<file path="src/rtl/series_ctrl_if.sv">
// Control/status bundle between series_ctrl, the system and the series datapath.
// The slave side is the controller; the master side is its environment.
interface series_ctrl_if;
    // system handshake
    logic start;
    logic mode;
    logic busy;
    logic done;
    // datapath status
    logic co;
    logic gt;
    // datapath controls
    logic initr;
    logic initt;
    logic zc;
    logic ldx;
    logic s;
    logic ldt;
    logic enc;
    logic ldr;
    logic is_neg;

    modport slave (
        input  start, mode, co, gt,
        output busy, done, initr, initt, zc, ldx, s, ldt, enc, ldr, is_neg
    );

    modport master (
        output start, mode, co, gt,
        input  busy, done, initr, initt, zc, ldx, s, ldt, enc, ldr, is_neg
    );
endinterface

</file>
<file path="src/rtl/series_ctrl.sv">
// Control FSM for the Q2.8 cos/cosh Taylor-series datapath.
// Each term costs three cycles (MULX, MULC, ACC). Evaluation stops either when
// the freshly computed term falls below the threshold (gt in MULC) or after the
// last LUT coefficient has been accumulated (co in ACC).
module series_ctrl (
    input  logic          clk,
    input  logic          rst,
    series_ctrl_if.slave  bus
);

    typedef enum logic [2:0] {
        IDLE,
        INIT,
        MULX,
        MULC,
        ACC,
        DONE
    } state_t;

    state_t state_q, state_d;
    logic   sign_q, sign_d;
    logic   mode_q, mode_d;

    // State, sign and latched mode registers; synchronous active-low reset.
    always_ff @(posedge clk) begin
        if (!rst) begin
            state_q <= IDLE;
            sign_q  <= 1'b0;
            mode_q  <= 1'b0;
        end else begin
            state_q <= state_d;
            sign_q  <= sign_d;
            mode_q  <= mode_d;
        end
    end

    // Next-state logic and Moore control outputs.
    always_comb begin
        state_d    = state_q;
        sign_d     = sign_q;
        mode_d     = mode_q;
        bus.initr  = 1'b0;
        bus.initt  = 1'b0;
        bus.zc     = 1'b0;
        bus.ldx    = 1'b0;
        bus.s      = 1'b0;
        bus.ldt    = 1'b0;
        bus.enc    = 1'b0;
        bus.ldr    = 1'b0;
        bus.is_neg = 1'b0;
        bus.busy   = 1'b1;
        bus.done   = 1'b0;

        case (state_q)
            IDLE: begin
                bus.busy = 1'b0;
                if (bus.start) state_d = INIT;
            end
            INIT: begin
                // result = term = 1.0, counter = 0, x^2 captured from x now
                bus.initr = 1'b1;
                bus.initt = 1'b1;
                bus.zc    = 1'b1;
                bus.ldx   = 1'b1;
                sign_d    = 1'b1;
                mode_d    = bus.mode;
                state_d   = MULX;
            end
            MULX: begin
                bus.s   = 1'b1;
                bus.ldt = 1'b1;
                state_d = MULC;
            end
            MULC: begin
                // term is loaded regardless; if it is already below the
                // threshold it is simply never accumulated
                bus.ldt = 1'b1;
                state_d = bus.gt ? DONE : ACC;
            end
            ACC: begin
                bus.ldr    = 1'b1;
                bus.enc    = 1'b1;
                bus.is_neg = sign_q & ~mode_q;
                sign_d     = ~sign_q;
                // co reflects adr before this increment; wrap to 0 is harmless
                state_d    = bus.co ? DONE : MULX;
            end
            DONE: begin
                bus.done = 1'b1;
                state_d  = IDLE;
            end
            default: begin
                state_d = IDLE;
            end
        endcase
    end

endmodule

</file>
<file path="src/flat_wrapper.sv">
// flat-port wrapper written by rule: the top's interface ports become plain ports
module series_ctrl_flat 
  (clk, rst, bus_start, bus_mode, bus_co, bus_gt, bus_busy, bus_done, bus_initr, bus_initt, bus_zc, bus_ldx, bus_s, bus_ldt, bus_enc, bus_ldr, bus_is_neg);
  series_ctrl_if bus_i ();
  input  logic clk;
  input  logic rst;
  input wire logic [$bits(bus_i.start)-1:0] bus_start;
  input wire logic [$bits(bus_i.mode)-1:0] bus_mode;
  input wire logic [$bits(bus_i.co)-1:0] bus_co;
  input wire logic [$bits(bus_i.gt)-1:0] bus_gt;
  output wire logic [$bits(bus_i.busy)-1:0] bus_busy;
  output wire logic [$bits(bus_i.done)-1:0] bus_done;
  output wire logic [$bits(bus_i.initr)-1:0] bus_initr;
  output wire logic [$bits(bus_i.initt)-1:0] bus_initt;
  output wire logic [$bits(bus_i.zc)-1:0] bus_zc;
  output wire logic [$bits(bus_i.ldx)-1:0] bus_ldx;
  output wire logic [$bits(bus_i.s)-1:0] bus_s;
  output wire logic [$bits(bus_i.ldt)-1:0] bus_ldt;
  output wire logic [$bits(bus_i.enc)-1:0] bus_enc;
  output wire logic [$bits(bus_i.ldr)-1:0] bus_ldr;
  output wire logic [$bits(bus_i.is_neg)-1:0] bus_is_neg;
  assign bus_i.start = bus_start;
  assign bus_i.mode = bus_mode;
  assign bus_i.co = bus_co;
  assign bus_i.gt = bus_gt;
  assign bus_busy = bus_i.busy;
  assign bus_done = bus_i.done;
  assign bus_initr = bus_i.initr;
  assign bus_initt = bus_i.initt;
  assign bus_zc = bus_i.zc;
  assign bus_ldx = bus_i.ldx;
  assign bus_s = bus_i.s;
  assign bus_ldt = bus_i.ldt;
  assign bus_enc = bus_i.enc;
  assign bus_ldr = bus_i.ldr;
  assign bus_is_neg = bus_i.is_neg;
  series_ctrl u_core (.clk(clk), .rst(rst), .bus(bus_i));
endmodule
</file>
<file path="config.mk">
export PLATFORM = sky130hd
export DESIGN_NAME = series_ctrl_flat
export DESIGN_NICKNAME = d
export VERILOG_FILES = /design/src/rtl/series_ctrl_if.sv /design/src/rtl/series_ctrl.sv /design/src/flat_wrapper.sv
export SDC_FILE = /design/constraint.sdc
export NUM_CORES = 1
export LEC_CHECK = 0
export ABC_AREA = 1
export ABC_CLOCK_PERIOD_IN_PS = 2500
export CELL_PAD_IN_SITES_DETAIL_PLACEMENT = 2
export CELL_PAD_IN_SITES_GLOBAL_PLACEMENT = 2
export CORE_AREA = 8 8 51 53
export CTS_CLUSTER_DIAMETER = 50
export DETAILED_ROUTE_END_ITERATION = 16
export DIE_AREA = 0 0 59 61
export PLACE_DENSITY_LB_ADDON = 0.1
export SLEW_MARGIN = 25
export SYNTH_ARGS = -nofsm -noshare
export SYNTH_HDL_FRONTEND = slang
export SYNTH_SLANG_ARGS = --single-unit
</file>
<file path="constraint.sdc">
create_clock -name clk -period 2.5 [get_ports clk]
set_clock_uncertainty 0.05 [all_clocks]
set_input_delay 0.375 -clock clk [delete_from_list [all_inputs] [get_ports clk]]
set_output_delay 0.375 -clock clk [all_outputs]
set_load 0.01 [all_outputs]
</file>
==> Word-level counts from Yosys, hierarchy flattened <==
Cells that the tools add are included.
{ "word_totals": {"regBits": 5, "out_inout_bits": 11, "input_bits": 6, "wordCells": 27} }
{ "op_classes": {"n_mux": 12, "n_bitwise": 3, "n_eq_ne": 6, "reduce_logical": 3} }
{ "op_table": {"columns": ["cell", "count"], "rows": [
  ["case mux 3 bit (5 select lines)", 1],
  ["two-way mux 1 bit", 8],
  ["== test 3 x 2 -> 1 bit, second input constant", 2],
  ["== test 3 bit, second input constant", 2],
  ["two-way mux 3 bit", 2],
  ["== test 3 x 1 -> 1 bit, second input constant", 1],
  ["logical NOT 3 bit", 1],
  ["inequality test 2 bit, second input constant", 1],
  ["NOT 1 bit", 2],
  ["case mux 1 bit (2 select lines)", 1],
  ["nonzero test 2 bit", 1],
  ["OR reduction 2 bit", 1],
  ["AND 1 bit", 1]
]} }

==> Depth between registers and ports, before layout <==
Gate-level depths: netlist of the first run.
{ "logic_depth": {"word_depth": 3, "ltp_mapped": 6, "depth_no_buf": 6} }

==> Worst setup path after synthesis of the first run <==
Ideal clock, no wire load.
{ "synth_timing": {"kind": "register to output", "start": "register u_core.state_q[1]", "end": "output port bus_is_neg", "t_arrival_ps": 907, "setup_slack_ps": 1168, "path_buffers": 0, "path_stages_with_launch": 6, "required_ps": 2075, "path_cell_list": "dfxtp_1 nor2_2 nand2_2 inv_2 nand2_2 nor2_1"} }
{ "synth_via": {"elab_chain_cells": 2} }
{ "synth_lines": {"columns": ["item", "line", "text"], "rows": [
  ["from (decl)", "series_ctrl.sv:20", "state_t state_q, state_d;"],
  ["from (signal assigned)", "series_ctrl.sv:31", "state_q <= state_d;"],
  ["== test 3 bit", "series_ctrl.sv:54", "case (state_q)"],
  ["two-way mux 1 bit", "series_ctrl.sv:54", null],
  ["to (decl)", "flat_wrapper.sv:21", "output wire logic [$bits(bus_i.is_neg)-1:0] bus_is_neg;"]
]} }
No other way between the ends.

==> Final worst setup path of the first run <==
Same ends and word-level chain as after synthesis.

==> results.txt, run 1 <==
The run finished with clean final reports. The synthesized netlist occupies a cell area of 316.6 µm². In the synthesized netlist, the number of instances is 49. Number of clock sinks: 5. The share of power burned in registers was 32.2%; the register bit total from synthesis was 5. Cells fill 27.51% of the core in the end. Buffers inserted to repair hold after CTS numbered 0. The initial cell density of the core was 17.19%. The run gives 16 as the site row count.

The average instance in the mapped netlist occupies 6.460 µm². The headroom to the max-slew limit is 84.78%, and the final worst-path cycle share is 83.59%. The minimum clock period after layout works out to 2090 ps.

Net switching is 33.84% of the power. The largest area contributor in the netlist is sky130_fd_sc_hd__dfxtp_1. For the max-cap check violation count, the log shows 0. Placeable core region: 1842 µm². By area the synthesized netlist is led by sky130_fd_sc_hd__dfxtp_1 (32%), sky130_fd_sc_hd__nand2_1 (11%), sky130_fd_sc_hd__nor2_1 (11%). The maximum root-to-sink buffer count was 2; the number of buffers and inverters on the critical path was 2. Setup repair after global routing left no endpoint under its margin. Combinational logic burns 35.9% of the power. On the critical path, the stage with the largest delay is an instance of sky130_fd_sc_hd__clkdlybuf4s50_1. The worst hold path terminates at u_core.mode_q. The layout cell share with drive strength beyond 1 was 20.00%.

Detailed-placement wirelength estimate: 834.3 µm. The area added between synthesis and finish was 60.08%. Of all nets on the critical path, the largest fanout is 6. Worst reg-to-reg setup slack: 1440 ps. The share of synthesized area in the top cell type comes to 31.62%.

For the number of global-route vias before repair, the log shows 408. The number of buffers inserted during clock tree synthesis was 3; the sum of overflow across all layers after global routing was 0. The run gives 0.6650 as the final weighted congestion of routability-driven global placement. The global-route usage over all layers came out at 6.482%. Of the total power, the clock network draws 31.9%. Synthesis produced a netlist with a net count of 55. In the routed design, unresolved DRC markers number 0. Type of the worst min-delay path: reg2reg. The kind of end point of the critical path is a primary output. Among the stages of the critical path, the cell type that occurs most often is sky130_fd_sc_hd__nand2_2. The cell family contributing the most delay on the critical path was buffers and inverters. The number of diodes was 0; the final count of pins violating max slew was 0. The worst hold path begins at u_core.mode_q. The count of buffers from port buffering was 16; the required time at the worst-slack endpoint was 2080 ps. The number of flops mapped to enable cells by yosys works out to 0. In the synthesized netlist the async set-or-reset flop fraction comes to 0%.

Instance area at placement: 480.5 µm². Setup slack closes at 410.1 ps. The run gives 0.2103 mW as the cell-internal power. Setup violations remaining at the end of the flow were counted as 0.

After clock tree synthesis, the setup repair step added 0 buffers. The first-pass GRT wire length is 1697 µm, and the die extent in y is 61 µm. After synthesis, the most frequently instantiated cells are sky130_fd_sc_hd__nand2_1 (9), sky130_fd_sc_hd__nor2_1 (9), sky130_fd_sc_hd__dfxtp_1 (5), sky130_fd_sc_hd__inv_1 (5), sky130_fd_sc_hd__buf_4 (4).

The die is 59 µm wide. In this design, the stage delay of the slowest critical-path cell is 540 ps. In the final design database the tool counted 72 nets.

The logs give 0 for the number of routed nets with antenna violations and 0.1076 mW for the net switching power. The final layout contains routed wiring with a total length of 1013 µm. The finished cells cover 506.7 µm². In this run the critical register-to-register path is launched from u_core.state_q[2]. The capture point of the worst reg-to-reg path was u_core.mode_q. The first detailed-routing pass ran for 2 iterations. The run gives 0 as the quantity of gates resized following cts. Timing analysis after detailed placement gives a worst setup slack of 655.2 ps. In this run the static leakage power is 0.2293 nW. Fmax: 0.4785 GHz. The initial antenna violation count was 0.

Counting buffers and inverters, the worst setup path is 6 cells deep. Post-synthesis cell type count: 16. 17 I/O pins were placed. The insertion delay of the later-clocked pin in the worst-skew pair is 250 ps. The worst setup path is of the reg2out kind. The die area was 3599 µm².

Type of origin of the critical path: a flip-flop. At the pin with the least slew margin, the transition time is 227.9 ps. The tools report the DRC marker count from the first detailed-route iteration as 1.

The count of final hold-check violations is 0, and the vias after detailed routing is 355. The clock transition at the register clock pins on the worst setup and hold paths after CTS is 50 ps, and the worst reg2reg path depth is 5. The number of warnings reported in the yosys synthesis log is 0, and the power per cell area is 627.3 nW/µm². TritonCTS built the clock tree. The total negative slack for setup checks was 0 ps; the sequential cell area fraction in the yosys report was 31.62%.

Traced cell by cell, the critical path runs through nor2_2 > nand2_2 > inv_2 > nand2_2 > nor2_1 > clkdlybuf4s50_1. Among all flip-flop cells after synthesis, the most frequent one is sky130_fd_sc_hd__dfxtp_1. Worst hold path stage count: 2. The average vias per placed instance was 3.859; the maximum ir drop on the vdd rail was 0.1787 mV. The worst endpoint data arrival time was 1660 ps; the average routed wire per standard cell was 11.01 µm. Entering global routing, the biggest net connects 8 pins. The H-tree level count is 1. The tree is rooted in a sky130_fd_sc_hd__clkbuf_4.
## area by class of cell
cell class                      instances  area (µm²)
Tap cell                               27       33.78
Clock buffer                            4       26.28
Multi-Input combinational cell         32       156.4
Fill cell                             239        1335
Sequential cell                         5       100.1
Timing Repair Buffer                   16       160.2
Inverter                                8       30.03
## cell families (layout without fill, tap and decap cells)
group	after synthesis	after routing	synth area share, %
and+or+nand+nor	29	29	43.48
buffers and inverters	12	28	18.97
DFF	5	5	31.62
AOI/OAI and AO/OA	3	3	5.926
## sequential cells by signal (all words and copies together), names as in the netlist
register / cells
u_core.mode_q: 1
u_core.state_q: 3
u_core.sign_q: 1
## how the worst max path moves through the flow
stage | from | end
after global placement | u_core.state_q[1] | bus_is_neg
after detailed placement | u_core.state_q[1] | bus_is_neg
after global routing | u_core.state_q[0] | bus_is_neg
after CTS | u_core.state_q[1] | bus_is_neg
after floorplan | u_core.state_q[1] | bus_is_neg
final | u_core.state_q[1] | bus_is_neg
## placed cells by master, fill, tap and decap left out
cell type                         netlist  routed
sky130_fd_sc_hd__a21oi_1                1       1
sky130_fd_sc_hd__a21oi_2                1       1
sky130_fd_sc_hd__clkbuf_1               0       1
sky130_fd_sc_hd__clkbuf_4               0       3
sky130_fd_sc_hd__clkdlybuf4s50_1        0      16
sky130_fd_sc_hd__dfxtp_1                5       5
sky130_fd_sc_hd__inv_1                  5       5
sky130_fd_sc_hd__inv_2                  3       3
sky130_fd_sc_hd__nand2_1                9       9
sky130_fd_sc_hd__nand2_2                3       3
sky130_fd_sc_hd__nand3_1                2       2
sky130_fd_sc_hd__nand3_2                1       1
sky130_fd_sc_hd__nand3b_1               1       1
sky130_fd_sc_hd__nand4_1                1       1
sky130_fd_sc_hd__nor2_1                 9       9
sky130_fd_sc_hd__nor2_2                 2       2
sky130_fd_sc_hd__nor3_1                 1       1
sky130_fd_sc_hd__o21ai_0                1       1
## per-layer routing
metal,global-route usage [%],share of wire [%],vias to the layer above
met4,7.167,2.7,0
met1,6.880,47,160
li1,-,-,177
met5,0,0,-
met3,1.695,6.5,2
met2,9.813,44,16
## power by group through the flow
| stage | logic [mW] | registers (mW) | clock network, mW |
|---|---|---|---|
| 2_1_floorplan | 0.0681 | 0.101 | 0 |
| 3_3_place_gp | 0.117 | 0.104 | 0 |
| 3_5_place_dp | 0.116 | 0.105 | 0 |
| 4_1_cts | 0.117 | 0.103 | 0.104 |
| 5_1_grt | 0.129 | 0.105 | 0.109 |
| 6_report | 0.114 | 0.102 | 0.102 |
## metrics by stage
| stage | std cells | hold slack (ps) | power, mW |
|---|---|---|---|
| floorplan | 49 | 395.4 | 0.1693 |
| detailed placement | 88 | 421.8 | 0.2208 |
| global route | 92 | 472.5 | 0.3428 |
| finish | 92 | 431.9 | 0.3179 |
| global placement | 88 | 417.6 | 0.2212 |
| CTS | 92 | 436.3 | 0.3248 |
## tightest hold or removal path, delay by kind of cell, from the launching register on
| family | cells | cell delay, ps |
|---|---|---|
| compound gates | 1 | 60 |
| simple gates | 1 | 70 |
| flops | 1 | 310 |
(Power assumes the default switching activity.)
==> run 2: changes to the inputs <==
- ABC_CLOCK_PERIOD_IN_PS: 2500 -> 2150
- CORE_AREA: 8 8 51 53 -> 8 8 53 55
- DIE_AREA: 0 0 59 61 -> 0 0 61 63
- clock period: 2.5 -> 2.15 ns (I/O delays scaled with it)
==> run 2 against run 1 <==
  * First-iteration DRC count shrank 100%
  * Via count shrank 5.6%
  * Sequential share of layout area is essentially flat
  * Critical path type unchanged
  * Critical endpoint unchanged
  * Highest routed layer is now met3
==> results.txt, run 2 (same netlist as run 1, synthesis figures left out) <==
The layout cell share with drive strength beyond 1 is 20.00% (unchanged). For the share of power burned in the clock network, the log shows 30.9% (-1.0 points). Average routed wire per standard cell: 10.68 µm (-3.0%).

The worst path needs 2051 ps of the cycle, external delays included. For the pin count of the biggest net entering global routing, the log shows 8 (unchanged). The final weighted congestion of routability-driven global placement is 0.7171 (+7.8%), and the DRC marker count from the first detailed-route iteration is 0 (-1).

The share of power burned in registers was 32.7% (+0.5 points). The cell-internal power was 0.2444 mW (+16%); the vias after detailed routing was 335 (-5.6%). The fraction of power spent switching nets was 33.20% (-0.64 points). TritonCTS built the clock tree.

The flip-flop count of the largest register after layout was 3 (unchanged). The flow ran to the end, and the final reports show no timing, DRC or antenna violations. Max-cap check violation count: 0 (unchanged).

The tools report the required time at the worst-slack endpoint as 1780 ps (-300 ps). The tools report the final routed wirelength across all metal layers as 993 µm (-2.0%). The total iterations of the first detailed-routing run came out at 1 (-1). The count of hold-fix buffers inserted at cts was 0 (unchanged). In the finished design, the share of the clock period the worst path needs comes to 95.39%. The logs give 0.2291 nW (about the same) for the cell leakage power and 72 (unchanged) for the number of nets in the finished design.

The headroom to the max-slew limit came out at 83.45% (-1.3 points). The number of diodes is 0 (unchanged). For the total negative slack for setup checks, the log shows 0 ps (unchanged). The leading cell type in the layout, fill and taps excluded is sky130_fd_sc_hd__clkdlybuf4s50_1. The worst reg-to-reg setup slack was 1070 ps (-370 ps); the number of routed nets with antenna violations was 0 (unchanged). The run gives 5.376% (-1.1 points) as the global-route usage over all layers. The die area is 3843 µm² (+6.8%), and the power after layout is 0.3659 mW (+15%).

The worst hold path stage count is 2 (unchanged). Relative to the synthesized area, the layout overhead comes to 60.47%. For the cell area after layout, the log shows 508.0 µm² (+0.25%).

The site row count is 17 (+1). Startpoint of the lowest-slack hold path: u_core.mode_q. For the fmax, the log shows 0.4876 GHz.

The tools report the cell at the root of the clock tree as sky130_fd_sc_hd__clkbuf_4. The total I/O pin count was 17 (unchanged); the transition at the pin with the smallest max-transition slack was 247.9 ps (+19.96 ps). Worst endpoint data arrival time: 1680 ps (+20 ps). In the layout the commonest cells are sky130_fd_sc_hd__clkdlybuf4s50_1 (16), sky130_fd_sc_hd__nand2_1 (9), sky130_fd_sc_hd__nor2_1 (9). The width of the chip came out at 61 µm (+3.4%). Setup repair after global routing left no endpoint under its margin. STA classifies the critical path endpoint as a primary output. The final count of pins violating max slew is 0 (unchanged).

The initial cell density of the core is 15.34% (-1.8 points), and the maximum ir drop on the vdd rail is 0.2216 mV (+24%). More flip-flops sit in one register than any other, and that register is u_core.state_q. The insertion delay of the later-clocked pin in the worst-skew pair is 240 ps (about the same). The count of buffers from port buffering was 16 (unchanged); the worst hold slack was 421.7 ps (-10.17 ps). The post-CTS repair timing setup buffer count was 0 (unchanged); the clock transition at the register clock pins on the worst setup and hold paths after CTS was 50 ps (about the same). For the number of fill cells in the layout, the log shows 262 (+9.6%).

The first-pass GRT wire length came out at 1649 µm (-2.8%). The tools report the share of the core filled with cells as 24.62% (-2.9 points). The combinational power share was 36.4% (+0.5 points); the quantity of gates resized following cts was 0 (unchanged). The placeable core region is 2063 µm² (+12%). The startpoint of the most critical setup path was u_core.state_q[0]. The path with the worst hold slack has its endpoint at u_core.mode_q. The number of clock sinks is 5 (unchanged). Maximum fanout along the worst path: 6 (unchanged).

The DRC violation count after routing was 0 (unchanged); the power per cell area was 720.3 nW/µm² (+15%). The run gives 861.4 µm (+3.2%) as the detailed-placement wirelength estimate. The worst setup path category was reg2out. The sum of overflow across all layers after global routing came out at 0 (unchanged). The instance area at placement came out at 481.7 µm² (+0.26%). The type of the worst min-delay path was reg2reg.

The average vias per placed instance is 3.602 (-6.6%). The worst reg2reg path depth is 6 (+1). In this run the critical register-to-register path is launched from u_core.state_q[0].

The setup violation total in the final timing report came out at 0 (unchanged). The die extent in y came out at 63 µm (+3.3%). The run gives 0.1215 mW (+13%) as the net switching power. For the count of final hold-check violations, the log shows 0 (unchanged). The capture point of the worst reg-to-reg path was u_core.sign_q. The run gives 0 (unchanged) as the initial antenna violation count.

The run gives 1 (unchanged) as the H-tree level count. The number of buffers inserted during clock tree synthesis is 3 (unchanged). The number of global-route vias before repair was 368 (-9.8%). The run gives 2 (unchanged) as the maximum root-to-sink buffer count. The largest registers in the layout are u_core.state_q (3), u_core.mode_q (1), u_core.sign_q (1).

Type of origin of the critical path: a flip-flop.
[run 2: cell counts in the layout (fill, tap and decap cells not counted)]
Identical to the previous run, type by type.
[run 2: final cells by class]
| class | instances | area, µm² | area share [%] |
|---|---|---|---|
| multi-input combinational | 32 | 156.4 | 30.79 |
| timing repair buffer | 16 | 160.2 | 31.53 |
| clock buffer | 4 | 26.28 | 5.172 |
| tap | 28 | 35.03 | 6.897 |
| inverter | 8 | 30.03 | 5.911 |
| sequential | 5 | 100.1 | 19.70 |
[run 2: power by group through the flow]
stage / sequential [mW] / clock [mW] / combinational [mW]
CTS: 0.120 / 0.119 / 0.138
global route: 0.121 / 0.123 / 0.148
floorplan: 0.118 / 0 / 0.0792
global placement: 0.122 / 0 / 0.136
detailed placement: 0.122 / 0 / 0.137
finish: 0.120 / 0.113 / 0.133
[run 2: critical path: stages, from the launching register on]
cell,delay [ps]
sky130_fd_sc_hd__dfxtp_1,370
sky130_fd_sc_hd__nor2_2,190
sky130_fd_sc_hd__nand2_2,100
sky130_fd_sc_hd__inv_2,100
sky130_fd_sc_hd__nand2_2,60
sky130_fd_sc_hd__nor2_1,80
sky130_fd_sc_hd__clkdlybuf4s50_1,540
[run 2: per-layer routing]
layer | up-vias | global-route usage (%) | part of all wire [%]
li1 | 178 | - | -
met1 | 147 | 6.721 | 48
met2 | 10 | 8.466 | 46
met3 | 0 | 1.440 | 6.2
met4 | 0 | 1.749 | 0
met5 | - | 0 | 0
[run 2: stage by stage]
| step | instances | setup slack [ps] |
|---|---|---|
| final | 93 | 99.22 |
| after floorplan | 49 | 870.6 |
| after global placement | 89 | 382.0 |
| after detailed placement | 89 | 333.5 |
| after CTS | 93 | 60.66 |
| after global routing | 93 | 0.5640 |
[run 2: how the worst max path moves through the flow]
stage            endpoint  cells past startpoint
2_1_floorplan  bus_is_neg                      5
3_3_place_gp   bus_is_neg                      6
3_5_place_dp   bus_is_neg                      6
4_1_cts        bus_is_neg                      6
5_1_grt        bus_is_neg                      6
6_report       bus_is_neg                      6
